## src/rtl/skinny_sbox8_isw_iter.sv

```systemverilog
// Masked SKINNY-128 8-bit S-box over D Boolean shares: eight NOR/XOR gadgets
// evaluated one at a time, two cycles each, with fresh randomness per gadget.
module skinny_sbox8_isw_iter #(
    parameter int D = 2
) (
    input  logic                   clk,
    input  logic                   rst,
    input  logic [8*D-1:0]         si,
    input  logic [4*D*(D-1)-1:0]   r,
    input  logic                   in_valid,
    output logic                   in_ready,
    output logic [8*D-1:0]         bo,
    output logic                   out_valid,
    input  logic                   out_ready
);
    localparam int NP = D * (D - 1) / 2;
    localparam int RW = 4 * D * (D - 1);

    typedef enum logic [1:0] {
        IDLE = 2'd0,
        CALC = 2'd1,
        DONE = 2'd2
    } state_t;

    state_t                  state_r;
    logic [3:0]              cnt_r;
    logic                    in_ready_r;
    logic                    out_valid_r;
    logic [8*D-1:0]          bo_r;
    logic [8*D-1:0]          b_r;
    logic [RW-1:0]           rnd_r;
    logic [8*D-1:0]          a_r;
    logic [D-1:0]            p_r;
    logic [D-1:0][D-1:0]     c_r;

    logic [2:0]              gate_s;
    logic [D-1:0]            x_s;
    logic [D-1:0]            y_s;
    logic [D-1:0]            z_s;
    logic [D-1:0]            p_s;
    logic [D-1:0][D-1:0]     c_s;
    logic [D-1:0]            f_s;
    logic [8*D-1:0]          a_next_s;
    logic [8*D-1:0]          bo_next_s;

    // Index of the unordered share pair (i<j) inside one gadget's mask slice.
    function automatic int pair_idx(input int i, input int j);
        return i * D - (i * (i + 1)) / 2 + (j - i - 1);
    endfunction

    // Place gadget results a0..a7 onto the S-box output bit positions.
    function automatic logic [7:0] out_perm(input logic [7:0] a);
        return {a[3], a[0], a[1], a[6], a[4], a[2], a[5], a[7]};
    endfunction

    assign gate_s    = cnt_r[3:1];
    assign in_ready  = in_ready_r;
    assign out_valid = out_valid_r;
    assign bo        = bo_r;

    // Operand selection for the active gadget; NOT is applied to share 0 only.
    always_comb begin
        logic [7:0] bs;
        logic [7:0] as;
        x_s = '0;
        y_s = '0;
        z_s = '0;
        for (int i = 0; i < D; i++) begin
            bs = b_r[8*i +: 8];
            as = a_r[8*i +: 8];
            case (gate_s)
                3'd0:    begin x_s[i] = bs[7]; y_s[i] = bs[6]; z_s[i] = bs[4]; end
                3'd1:    begin x_s[i] = bs[3]; y_s[i] = bs[2]; z_s[i] = bs[0]; end
                3'd2:    begin x_s[i] = bs[2]; y_s[i] = bs[1]; z_s[i] = bs[6]; end
                3'd3:    begin x_s[i] = as[0]; y_s[i] = as[1]; z_s[i] = bs[5]; end
                3'd4:    begin x_s[i] = as[1]; y_s[i] = bs[3]; z_s[i] = bs[1]; end
                3'd5:    begin x_s[i] = as[2]; y_s[i] = as[3]; z_s[i] = bs[7]; end
                3'd6:    begin x_s[i] = as[3]; y_s[i] = as[0]; z_s[i] = bs[3]; end
                default: begin x_s[i] = as[4]; y_s[i] = as[5]; z_s[i] = bs[2]; end
            endcase
        end
        x_s[0] = ~x_s[0];
        y_s[0] = ~y_s[0];
    end

    // First gadget cycle: per-share products and remasked cross products.
    always_comb begin
        p_s = '0;
        c_s = '0;
        for (int i = 0; i < D; i++) begin
            p_s[i] = (x_s[i] & y_s[i]) ^ z_s[i];
            for (int j = 0; j < D; j++) begin
                if (i < j) begin
                    c_s[i][j] = (x_s[i] & y_s[j]) ^ rnd_r[int'(gate_s) * NP + pair_idx(i, j)];
                end else if (i > j) begin
                    c_s[i][j] = (x_s[i] & y_s[j]) ^ rnd_r[int'(gate_s) * NP + pair_idx(j, i)];
                end else begin
                    c_s[i][j] = 1'b0;
                end
            end
        end
    end

    // Second gadget cycle: fold registered terms into share i (diagonal is zero).
    always_comb begin
        f_s       = '0;
        a_next_s  = a_r;
        bo_next_s = '0;
        for (int i = 0; i < D; i++) begin
            f_s[i] = p_r[i] ^ (^c_r[i]);
            if (cnt_r[0]) begin
                a_next_s[8*i + int'(gate_s)] = f_s[i];
            end else begin
                a_next_s[8*i + int'(gate_s)] = a_r[8*i + int'(gate_s)];
            end
        end
        for (int i = 0; i < D; i++) begin
            bo_next_s[8*i +: 8] = out_perm(a_next_s[8*i +: 8]);
        end
    end

    // Control FSM, capture registers and gadget datapath state.
    always_ff @(posedge clk) begin
        if (rst) begin
            state_r     <= IDLE;
            cnt_r       <= 4'd0;
            in_ready_r  <= 1'b1;
            out_valid_r <= 1'b0;
            bo_r        <= '0;
            b_r         <= '0;
            rnd_r       <= '0;
            a_r         <= '0;
            p_r         <= '0;
            c_r         <= '0;
        end else begin
            case (state_r)
                IDLE: begin
                    if (in_valid) begin
                        b_r        <= si;
                        rnd_r      <= r;
                        cnt_r      <= 4'd0;
                        in_ready_r <= 1'b0;
                        state_r    <= CALC;
                    end
                end
                CALC: begin
                    if (!cnt_r[0]) begin
                        p_r <= p_s;
                        c_r <= c_s;
                    end else begin
                        a_r <= a_next_s;
                    end
                    if (cnt_r == 4'd15) begin
                        bo_r        <= bo_next_s;
                        out_valid_r <= 1'b1;
                        cnt_r       <= 4'd0;
                        state_r     <= DONE;
                    end else begin
                        cnt_r <= cnt_r + 4'd1;
                    end
                end
                DONE: begin
                    if (out_ready) begin
                        out_valid_r <= 1'b0;
                        in_ready_r  <= 1'b1;
                        state_r     <= IDLE;
                    end
                end
                default: begin
                    state_r     <= IDLE;
                    cnt_r       <= 4'd0;
                    in_ready_r  <= 1'b1;
                    out_valid_r <= 1'b0;
                end
            endcase
        end
    end

endmodule
```

## config.mk

```make
export PLATFORM = sky130hd
export DESIGN_NAME = skinny_sbox8_isw_iter
export DESIGN_NICKNAME = d
export VERILOG_FILES = /design/src/rtl/skinny_sbox8_isw_iter.sv
export SDC_FILE = /design/constraint.sdc
export NUM_CORES = 1
export LEC_CHECK = 0
export BUFFER_PORTS_ARGS = -buffer_cell sky130_fd_sc_hd__buf_2
export CORE_MARGIN = 2
export CORE_UTILIZATION = 57
export DETAILED_ROUTE_END_ITERATION = 16
export MAX_ROUTING_LAYER = met4
export PLACE_DENSITY = 0.77
export RECOVER_POWER = 100
export SETUP_SLACK_MARGIN = 0.2
export SYNTH_ARGS = -nofsm -noshare
export SYNTH_HDL_FRONTEND = slang
export SYNTH_SLANG_ARGS = --single-unit
```

## constraint.sdc

```tcl
create_clock -name clk -period 2.3 [get_ports clk]
set_input_delay 0.115 -clock clk [delete_from_list [all_inputs] [get_ports clk]]
set_output_delay 0.115 -clock clk [all_outputs]
set_load 0.01 [all_outputs]
```

==> reports/results.ini <==
[synth]
mappedNetlistNets = 429
syn_area_sq_um = 3288
ys_ff_latch = 68
seq_area_frac_synth_pct = 41.40
ys_warn_count = 0
ys_async_sr_fraction_pct = 0
syn_avg_cell_area_sq_um = 8.220
synth_cells = 400
synth_enable_flop_cells = 0
synthDistinctLibCells = 52
synthFlopType = dfxtp_1

[floorplanning]
ios = 46
fp.dieArea_sq_um = 6392
rows = 27
core_region_area_sq_um = 5540
fp.dieH_um = 79.95
initial_utilization_pct = 59.35
die_w_um = 79.95

[pwr]
p_leak_nw = 1.419
peakVddDrop_uv = 401.1
power_mw = 2.576
power.density_nw_per_um2 = 670.5

[routing]
viasPerCell = 5.556
first_pass_iters = 4
drc = 0
vias = 2939
drt_iter0_drc = 221
wl_per_cell_um = 14.34
wl_um = 7587
ant_nets = 0

[worst_setup_path]
worst-endpoint-required_ps = 2520
start_kind = flip-flop
cpLargestDelayFamily = flip-flops
crit_arrival_ps = 2280
worst_path_max_delay_cell = dfxtp_1
crit_chain = buf_12 -> mux2_2 -> a221oi_1 -> o21ai_0 -> and3b_1 -> mux2i_1 -> o21ai_0
max_stage_delay_ps = 530
path_class = reg2reg
path_buf_inv = 1
end_kind = flip-flop
cp_max_fo = 22
crit_top_cell = o21ai_0

[job]
maxCapViolations = 0

[cells_and_area]
n_antenna_cell = 0
multi_input_area_sq_um = 1718
seq_area_sq_um = 1363
fin_nets = 481
design_area_sq_um = 3841
areaGrowthSynthToFinish_pct = 16.82
drive_gt1_share_pct = 15.10
final_cells = 529
fill_cells = 495

[clock_tree]
clkSlewWorstSetupHoldPaths_ps = 80
cts_sinks = 68
cts_tree = yes
clockRootBuffer = clkbuf_8
cts_buffer_depth = 2
clk_latency_ps = 350
cts_setup_buffers = 0
h-tree-depth = 3
cts_buffers = 9

[global_routing]
grt_max_degree = 69
grt_pass1_wl_um = 12520
grt_usage_pct = 26.12
grt_pass1_vias = 2654
antenna_found_initial = 0
grt.overflow.total = 0

[sta]
setup_violations = 0
slew_headroom_pct = 41.13
fin_worst_skew_ps = 9.128
fmax_mhz = 486.5
finalWorstSetupSlack_ps = 244.4
worst_pin_slew_ps = 883.0
hold_violations = 0
post-route-period-util_pct = 89.37
rsz0062_at_grt = false
min_period_ps = 2056
final.setup.tns_ps = 0
slew_violations = 0

[worst_hold_path]
hold_path_class = in2reg

[placement]
dpl_cell_area_sq_um = 3490
preCtsSetupSlack_ps = 224.4
post-place-cells = 498
dpl.hpwl_um = 5012
portBuffers = 45
gp_congestion = 0.9505

[run_status]
outcome = finished clean

[cells in the mapped netlist (all sizes together) (3+ instances only)]
library cell  count  area [sq um]
nand2            88         330.3
nor2b             3         18.77
a21oi            53         265.3
inv               3         11.26
o32ai             3         33.79
nor3             12         60.06
clkbuf           21         120.1
mux2i            23         230.2
or2               5         31.29
nand3             4         20.02
mux4              5         112.6
nor3b             3         22.52
nor2             39         148.9
dfxtp            68          1361
nand2b            6         37.54
o21ai            20         100.1
buf               8         81.32
[kinds of logic (layout without fill, tap and decap cells)]
family                     after synthesis  count (layout)  synth area share [%]
muxes                                   30              30                 11.11
xor gates and xnor gates                 4               4                 1.066
adders and majority gates                1               1                0.3805
buffers and inverters                   32              89                 6.468
DFF                                     68              68                 41.40
AOI/OAI and AO/OA                       93              93                 16.36
and+or+nand+nor                        172             172                 23.21
[placed cells by master (no fill, tap or decap), types with 3 or more instances in the layout]
master | netlist | layout
buf_2 | 1 | 27
clkbuf_8 | 4 | 10
buf_4 | 3 | 7
dfxtp_1 | 68 | 67
mux2i_1 | 23 | 23
nand2b_1 | 6 | 6
clkbuf_1 | 16 | 19
nor2_1 | 38 | 38
o21ai_0 | 17 | 20
mux4_2 | 5 | 5
or2_2 | 3 | 3
a21oi_1 | 53 | 53
nand2_1 | 88 | 88
dlygate4sd3_1 | 0 | 15
nor2b_1 | 3 | 3
nand3_1 | 4 | 4
nor3_1 | 12 | 12
inv_1 | 3 | 3
[registers in the layout, indices dropped and copies added, names as in the netlist]
| signal | cells |
|---|---|
| a_r | 16 |
| b_r | 16 |
| bo | 16 |
| rnd_r | 8 |
| cnt_r | 4 |
| c_r | 2 |
| p_r | 2 |
| state_r | 2 |
| in_ready | 1 |
| out_valid | 1 |
[tightest hold or removal path: cells and delay by family]
family | cells | cell delay (ps)
buffers and inverters | 1 | 90
AO/OA/AOI/OAI | 1 | 50
AND/OR/NAND/NOR | 1 | 40
[routing by layer]
layer | global-route usage, % | vias to the layer above | routed length (um)
met1 | 33.83 | 1351 | 3382
met3 | 4.864 | 20 | 450
li1 | - | 1479 | -
met2 | 39.42 | 89 | 3515
met5 | - | - | 0
met4 | 12.54 | 0 | 238
[power by group]
part | total (mW) | internal [mW] | switching (mW) | leakage (nW)
Sequential | 1.25 | 1.21 | 0.0310 | 0.553
Clock | 1.11 | 0.640 | 0.465 | 0.116
Combinational | 0.225 | 0.102 | 0.123 | 0.750
Total | 2.58 | 1.96 | 0.620 | 1.42
[area by class of cell]
type,count,share of cell area [%]
repair buffers,70,11.30
clock inverters,6,2.280
flip-flops and latches,68,35.47
inverters,3,0.2932
multi-input cells,300,44.72
clock buffers,10,3.583
well taps,72,2.345
[stage by stage]
step | hold WS [ps] | utilization [%]
final | 4.104 | 69.33
after global routing | 9.986 | 69.33
after floorplan | 248.3 | -
after CTS | 0.3144 | 69.76
after global placement | 354.8 | 62.99
after detailed placement | 360.7 | 62.99
[path summary, 6_finish.rpt]
path / startpoint / to / slack, ps / cells past startpoint
min: si[3] / b_r[3]$_SDFFE_PP0P_ / 4 / 3
min reg2reg: b_r[13]$_SDFFE_PP0P_ / b_r[13]$_SDFFE_PP0P_ / 450 / 2
max: cnt_r[1]$_SDFFE_PP0P_ / p_r[0]$_SDFFE_PP0P_ / 240 / 7
max reg2reg: cnt_r[1]$_SDFFE_PP0P_ / p_r[0]$_SDFFE_PP0P_ / 240 / 7
[repair_timing]
action / CTS / global route
resized for setup: 0 / 3
setup endpoints to repair: 0 / 9
hold endpoints to repair: 15 / 0
hold buffers: 15 / 0
Power figures use the tool's default switching activity.
